$ cat src/rtl/icache_o128_if.sv
// SRAM line-read bus: the instruction cache is the master, the 128-bit SRAM the slave.
// The read request and the line address stay stable until the SRAM pulses mem_valid.
interface icache_o128_if #(
  parameter int ADDR_SIZE = 10
);
  logic                 mem_re;
  logic [3:0]           mem_ble;
  logic [ADDR_SIZE-1:0] mem_add;
  logic                 mem_valid;
  logic [3:0][31:0]     mem_d;

  modport master (output mem_re, mem_ble, mem_add, input mem_valid, mem_d);
  modport slave  (input mem_re, mem_ble, mem_add, output mem_valid, mem_d);
endinterface

$ cat src/rtl/icache_o128.sv
// icache_o128: direct-mapped instruction cache with 4-word lines, zero-latency hits
// and a single-beat line refill; fetch stalls while a refill is outstanding.
module icache_o128 #(
  parameter int NB_LINES  = 16,
  parameter int ADDR_SIZE = 10
) (
  input  logic          clk_i,
  input  logic          rstn_i,
  input  logic          flush_i,
  input  logic          cpu_req_i,
  input  logic [31:0]   cpu_addr_i,
  output logic [31:0]   cpu_instr_o,
  output logic          cpu_valid_o,
  output logic [31:0]   hit_cnt_o,
  output logic [31:0]   miss_cnt_o,
  icache_o128_if.master mem
);
  localparam int IDX = $clog2(NB_LINES);
  localparam int TAG = ADDR_SIZE - 2 - IDX;

  typedef enum logic [0:0] {IDLE = 1'b0, REFILL = 1'b1} state_e;

  state_e              state_q, state_d;
  logic [3:0][31:0]    data_q [NB_LINES];
  logic [TAG-1:0]      tag_q  [NB_LINES];
  logic [NB_LINES-1:0] valid_q;
  logic [TAG-1:0]      rtag_q;
  logic [IDX-1:0]      ridx_q;
  logic [31:0]         hit_cnt_q, miss_cnt_q;

  logic [1:0]          off_s;
  logic [IDX-1:0]      idx_s;
  logic [TAG-1:0]      tag_s;
  logic                hit_s, miss_start_s, refill_done_s;
  logic                unused_s;

  assign off_s = cpu_addr_i[3:2];
  assign idx_s = cpu_addr_i[3+IDX:4];
  assign tag_s = cpu_addr_i[ADDR_SIZE+1:4+IDX];
  assign unused_s = ^{cpu_addr_i[31:ADDR_SIZE+2], cpu_addr_i[1:0]};

  // Lookups only count in IDLE: a refill blocks every hit, even to other lines.
  assign hit_s = cpu_req_i && valid_q[idx_s] && (tag_q[idx_s] == tag_s) && (state_q == IDLE);
  assign miss_start_s  = (state_q == IDLE) && cpu_req_i && !hit_s && !flush_i;
  assign refill_done_s = (state_q == REFILL) && mem.mem_valid;

  // FSM state register
  always_ff @(posedge clk_i or negedge rstn_i) begin
    if (!rstn_i) begin
      state_q <= IDLE;
    end else begin
      state_q <= state_d;
    end
  end

  // FSM next-state logic
  always_comb begin
    state_d = state_q;
    case (state_q)
      IDLE: begin
        if (miss_start_s) begin
          state_d = REFILL;
        end else begin
          state_d = IDLE;
        end
      end
      REFILL: begin
        if (mem.mem_valid) begin
          state_d = IDLE;
        end else begin
          state_d = REFILL;
        end
      end
      default: state_d = IDLE;
    endcase
  end

  // FSM outputs: fetch response and SRAM request
  always_comb begin
    cpu_valid_o = 1'b0;
    cpu_instr_o = 32'h0000_0000;
    mem.mem_re  = 1'b0;
    mem.mem_add = '0;
    mem.mem_ble = 4'b1111;
    if (hit_s) begin
      cpu_valid_o = 1'b1;
      cpu_instr_o = data_q[idx_s][off_s];
    end else begin
      cpu_valid_o = 1'b0;
      cpu_instr_o = 32'h0000_0000;
    end
    if (state_q == REFILL) begin
      mem.mem_re  = 1'b1;
      mem.mem_add = {rtag_q, ridx_q, 2'b00};
    end else begin
      mem.mem_re  = 1'b0;
      mem.mem_add = '0;
    end
  end

  // Refill target latch, valid bits and event counters
  always_ff @(posedge clk_i or negedge rstn_i) begin
    if (!rstn_i) begin
      rtag_q     <= '0;
      ridx_q     <= '0;
      valid_q    <= '0;
      hit_cnt_q  <= 32'd0;
      miss_cnt_q <= 32'd0;
    end else begin
      if (miss_start_s) begin
        rtag_q     <= tag_s;
        ridx_q     <= idx_s;
        miss_cnt_q <= miss_cnt_q + 32'd1;
      end
      if (hit_s) begin
        hit_cnt_q <= hit_cnt_q + 32'd1;
      end
      // A flush on the refill-complete edge wins: the line is written but stays invalid.
      if (flush_i) begin
        valid_q <= '0;
      end else if (refill_done_s) begin
        valid_q[ridx_q] <= 1'b1;
      end
    end
  end

  // Line storage is never reset; the valid bits guard it.
  always_ff @(posedge clk_i) begin
    if (refill_done_s) begin
      data_q[ridx_q] <= mem.mem_d;
      tag_q[ridx_q]  <= rtag_q;
    end
  end

  assign hit_cnt_o  = hit_cnt_q;
  assign miss_cnt_o = miss_cnt_q;
endmodule

$ cat src/flat_wrapper.sv
// flat-port wrapper written by rule: the top's interface ports become plain ports
module icache_o128_flat 
#(
  parameter int NB_LINES  = 16,
  parameter int ADDR_SIZE = 10
)
  (clk_i, rstn_i, flush_i, cpu_req_i, cpu_addr_i, cpu_instr_o, cpu_valid_o, hit_cnt_o, miss_cnt_o, mem_mem_re, mem_mem_ble, mem_mem_add, mem_mem_valid, mem_mem_d);
  icache_o128_if #(.ADDR_SIZE(ADDR_SIZE)) mem_i ();
  input  logic clk_i;
  input  logic rstn_i;
  input  logic flush_i;
  input  logic cpu_req_i;
  input  logic [31:0] cpu_addr_i;
  output logic [31:0] cpu_instr_o;
  output logic cpu_valid_o;
  output logic [31:0] hit_cnt_o;
  output logic [31:0] miss_cnt_o;
  output wire logic [$bits(mem_i.mem_re)-1:0] mem_mem_re;
  output wire logic [$bits(mem_i.mem_ble)-1:0] mem_mem_ble;
  output wire logic [$bits(mem_i.mem_add)-1:0] mem_mem_add;
  input wire logic [$bits(mem_i.mem_valid)-1:0] mem_mem_valid;
  input wire logic [$bits(mem_i.mem_d)-1:0] mem_mem_d;
  assign mem_mem_re = mem_i.mem_re;
  assign mem_mem_ble = mem_i.mem_ble;
  assign mem_mem_add = mem_i.mem_add;
  assign mem_i.mem_valid = mem_mem_valid;
  assign mem_i.mem_d = mem_mem_d;
  icache_o128 #(.NB_LINES(NB_LINES), .ADDR_SIZE(ADDR_SIZE)) u_core (.clk_i(clk_i), .rstn_i(rstn_i), .flush_i(flush_i), .cpu_req_i(cpu_req_i), .cpu_addr_i(cpu_addr_i), .cpu_instr_o(cpu_instr_o), .cpu_valid_o(cpu_valid_o), .hit_cnt_o(hit_cnt_o), .miss_cnt_o(miss_cnt_o), .mem(mem_i));
endmodule
$ cat config.mk
export PLATFORM = sky130hd
export DESIGN_NAME = icache_o128_flat
export DESIGN_NICKNAME = d
export VERILOG_FILES = /design/src/rtl/icache_o128_if.sv /design/src/rtl/icache_o128.sv /design/src/flat_wrapper.sv
export SDC_FILE = /design/constraint.sdc
export NUM_CORES = 2
export LEC_CHECK = 0
export CORE_MARGIN = 2
export CORE_UTILIZATION = 40
export DETAILED_ROUTE_END_ITERATION = 6
export GPL_TIMING_DRIVEN = 0
export PLACE_DENSITY = 0.56
export RECOVER_POWER = 50
export SLEW_MARGIN = 25
export SYNTH_ARGS = -nofsm -noshare
export SYNTH_HDL_FRONTEND = slang
export SYNTH_SLANG_ARGS = --single-unit
$ cat constraint.sdc
create_clock -name clk_i -period 24.7 [get_ports clk_i]
set_clock_uncertainty 0.2 [all_clocks]
set_input_delay 4.94 -clock clk_i [delete_from_list [all_inputs] [get_ports clk_i]]
set_output_delay 4.94 -clock clk_i [all_outputs]
set_load 0.03 [all_outputs]
==> summary.txt <==
CTS H-tree lvls: 4
Critical Path RT: 19560 ps
Slew margin rel.: -1.64
Period utilization: 0.640
Combinational fraction of design power: 0.064
Largest stage delay, worst path: 800 ps
Hold WC Path Type: flop to flop
CP startpoint kind: primary input
Die X: 463 um
Min Tclk post-route: 15810 ps
Hold Crit Depth: 1
Via count: 40538
First-pass GRT wire length: 319 mm
Final setup fails: 0
Cell Pwr Density: 77.3 nW/um^2
Port Buf Inserts: 243
Post-synth EDFFs: 2112
Setup Crit Path Kind: primary input to output port
Via density: 5.68
WP buf/inv: 8
Max Clk Rate: 63.3 MHz
TritonCTS Buffers: 217
Wire length per cell: 31.7 um
Clock slew at reported path FFs: 60 ps
Root buf cell: clkbuf_16
Failing checks: max-capacitance violations, max-slew violations
Crit Path Max Fanout: 10
Sequential fraction of the synthesis area: 0.778
Dominant cell type by area after synthesis: edfxtp_1
Clock Power Share: 0.400
Status: finished with violations
Syn avg cell area: 24.5 sq um
CP top delay family: buffers and inverters
Final #Nets: 4308
Post-synth top flop: edfxtp_1
Vias in the first global route: 40717
Synth area leaders: edfxtp_1 75%, mux4_2 18%, dfrtp_1 2.6%
Pleak: 0.0322 uW
CP cell instances: clkdlybuf4s50_1, buf_6, buf_4, buf_4, buf_2, buf_2, clkbuf_1, mux4_2, mux4_2, mux2i_1, a211oi_1, clkdlybuf4s50_1
Maximum number of pins on one net before global-route repair: 72
Post-DP HPWL: 154 mm
Global-route usage over all layers: 0.210
Starting DRT DRC Count: 4500
WP data arrival: 10670 ps
CP max-delay cell: clkbuf_1
Slew Viols, Final: 72
Synth unique cells: 44
Starting Density: 0.402
Antenna Violating Nets Remaining: 0
Std-Cell Rows: 168
VDD IR-drop max: 0.0582 mV
Number of cells on the critical path: 12
Yosys top cell area share: 0.751
Core Region: 210000 sq um
GPL Wtd Cong: 0.800
# Post-CTS Setup Buffers: 0
Final Cell Area: 101000 sq um
Internal Power: 6080 uW
RSZ-0062 raised after global routing: no
Synth Warn #: 0
CTS tree: yes
Worst slack at placement: 8830 ps
CTS max path bufs: 3
Clock net sink count: 2201
Placed cell area: 94400 sq um
Worst hold slack: 281 ps
Pre-Repair DR Iteration Count: 5
DRC violations left: 0
Post-cts resize count: 0
Synth Cell Area: 84400 sq um
Initial antenna violation count: 69
Reg power frac: 0.537
FF-to-FF path depth: 6
Syn Inst Count: 3447
Fin util: 0.481
Synth Register Bits: 2201
Congestion Overflow GR: 0
Skew-Pair Late Insertion Delay: 870 ps
Maxcap violations: 1
Inst Count DP: 6727
Final WS setup: 8890 ps
Worst Tran Pin Value: 3960 ps
Non-filler cells, final: 7134
Switching share of power: 0.221
Total Routed Length: 226 mm
FFs w/ async S/R, synth: 0.0404
Final Hold Viols: 0
# hold bufs at CTS: 0
I/O pin total: 277
Psw: 1720 uW
Die extent in y: 463 um
Area Growth Syn to Fin: 19.5%
Share of cells above drive strength 1: 0.316
Worst Setup End Kind: output port
Die ar.: 215000 sq um
layout make-up:
type / instances / area [sq um]
fillers: 16964 / 109000
flip-flops and latches: 2201 / 65600
multi-input cells: 1056 / 17900
repair buffers: 471 / 6170
clock buffers: 271 / 5650
well taps: 2805 / 3510
clock inverters: 126 / 975
plain buffers: 188 / 952
diodes: 10 / 25.0
inverters: 6 / 22.5
power groups by stage:
| stage | Clock [uW] | Combinational [uW] | Sequential, uW |
|---|---|---|---|
| 2_1_floorplan | 0 | 242 | 4280 |
| 3_3_place_gp | 0 | 468 | 4300 |
| 3_5_place_dp | 0 | 511 | 4270 |
| 4_1_cts | 3180 | 512 | 4190 |
| 5_1_grt | 3320 | 524 | 4190 |
| 6_report | 3120 | 497 | 4190 |
through the flow:
stage                     setup TNS, ps  total power (uW)
after floorplan                       0              4520
after global placement         -1974780              4770
after detailed placement              0              4780
after CTS                             0              7880
after global routing                  0              8030
final                                 0              7800
per-layer routing:
| layer | wire (um) | share of wire | vias up | global-route usage |
|---|---|---|---|---|
| li1 | - | - | 16332 | - |
| met1 | 98500 | 0.44 | 22329 | 0.306 |
| met2 | 108000 | 0.48 | 1522 | 0.332 |
| met3 | 15000 | 0.066 | 315 | 0.0412 |
| met4 | 4210 | 0.019 | 40 | 0.0443 |
| met5 | 246 | 0.0011 | - | 0 |
synthesized netlist by cell type, drive strengths merged, types with 2 or more instances:
library cell	n
a211oi	31
nor4	14
xnor2	33
and3	29
mux4	678
xor2	36
inv	6
nor2b	17
conb	2
or3	2
nand2	24
nand4	31
buf	128
mux2i	23
mux2	9
and4	4
nor2	54
edfxtp	2112
nand2b	3
nand3	17
ha	2
dfrtp	89
clkbuf	60
nor3b	2
nor3	19
and2	11
nor4b	4
layout by cell type (no fill, tap or decap), drive strengths merged, types with 4 or more instances in the layout:
| cell | n |
|---|---|
| bufinv | 9 |
| clkinvlp | 8 |
| nor2 | 54 |
| buf | 347 |
| and2 | 11 |
| nor3 | 19 |
| nand4 | 31 |
| and3 | 29 |
| nor2b | 17 |
| diode | 10 |
| nor4 | 14 |
| nand2 | 24 |
| edfxtp | 2112 |
| nand3 | 17 |
| clkdlybuf4s50 | 113 |
| and4 | 4 |
| clkbuf | 341 |
| conb | 6 |
| mux2 | 9 |
| xnor2 | 33 |
| a211oi | 31 |
| xor2 | 36 |
| clkinv | 103 |
| dfrtp | 89 |
| mux2i | 23 |
| dlygate4sd3 | 129 |
| inv | 12 |
| mux4 | 678 |
| nor4b | 4 |
logic make-up (layout without fill, tap and decap cells):
family,count (synthesis),count (layout),synth area share
compound gates,36,36,0.00348
simple gates,233,233,0.0155
flops,2201,2201,0.778
xor+xnor,69,69,0.00716
fa+ha+maj,2,2,0.000296
other cells,2,16,0.0000889
buf+inv,194,1062,0.0111
mux,710,710,0.185
path summary, 6_finish.rpt:
check | from | end | slack (ps)
worst max-delay path | cpu_addr_i[5] | cpu_instr_o[4] | 8890
worst min-delay path | u_core.miss_cnt_o[31] | u_core.miss_cnt_o[31] | 280
worst max register to register | u_core.state_q | u_core.data_q[15][100] | 20710
worst min register to register | u_core.miss_cnt_o[31] | u_core.miss_cnt_o[31] | 280
max in group asynchronous | rstn_i | u_core.valid_q[1] | 15920
min in group asynchronous | rstn_i | u_core.hit_cnt_o[26] | 4050
registers in the layout (all words and copies together) (netlist names):
| register | flops |
|---|---|
| u_core.data_q | 2048 |
| u_core.hit_cnt_o | 32 |
| u_core.miss_cnt_o | 32 |
| u_core.ridx_q | 4 |
| u_core.rtag_q | 4 |
| u_core.state_q | 1 |
| u_core.tag_q | 64 |
| u_core.valid_q | 16 |
Power figures use the tool's default switching activity.
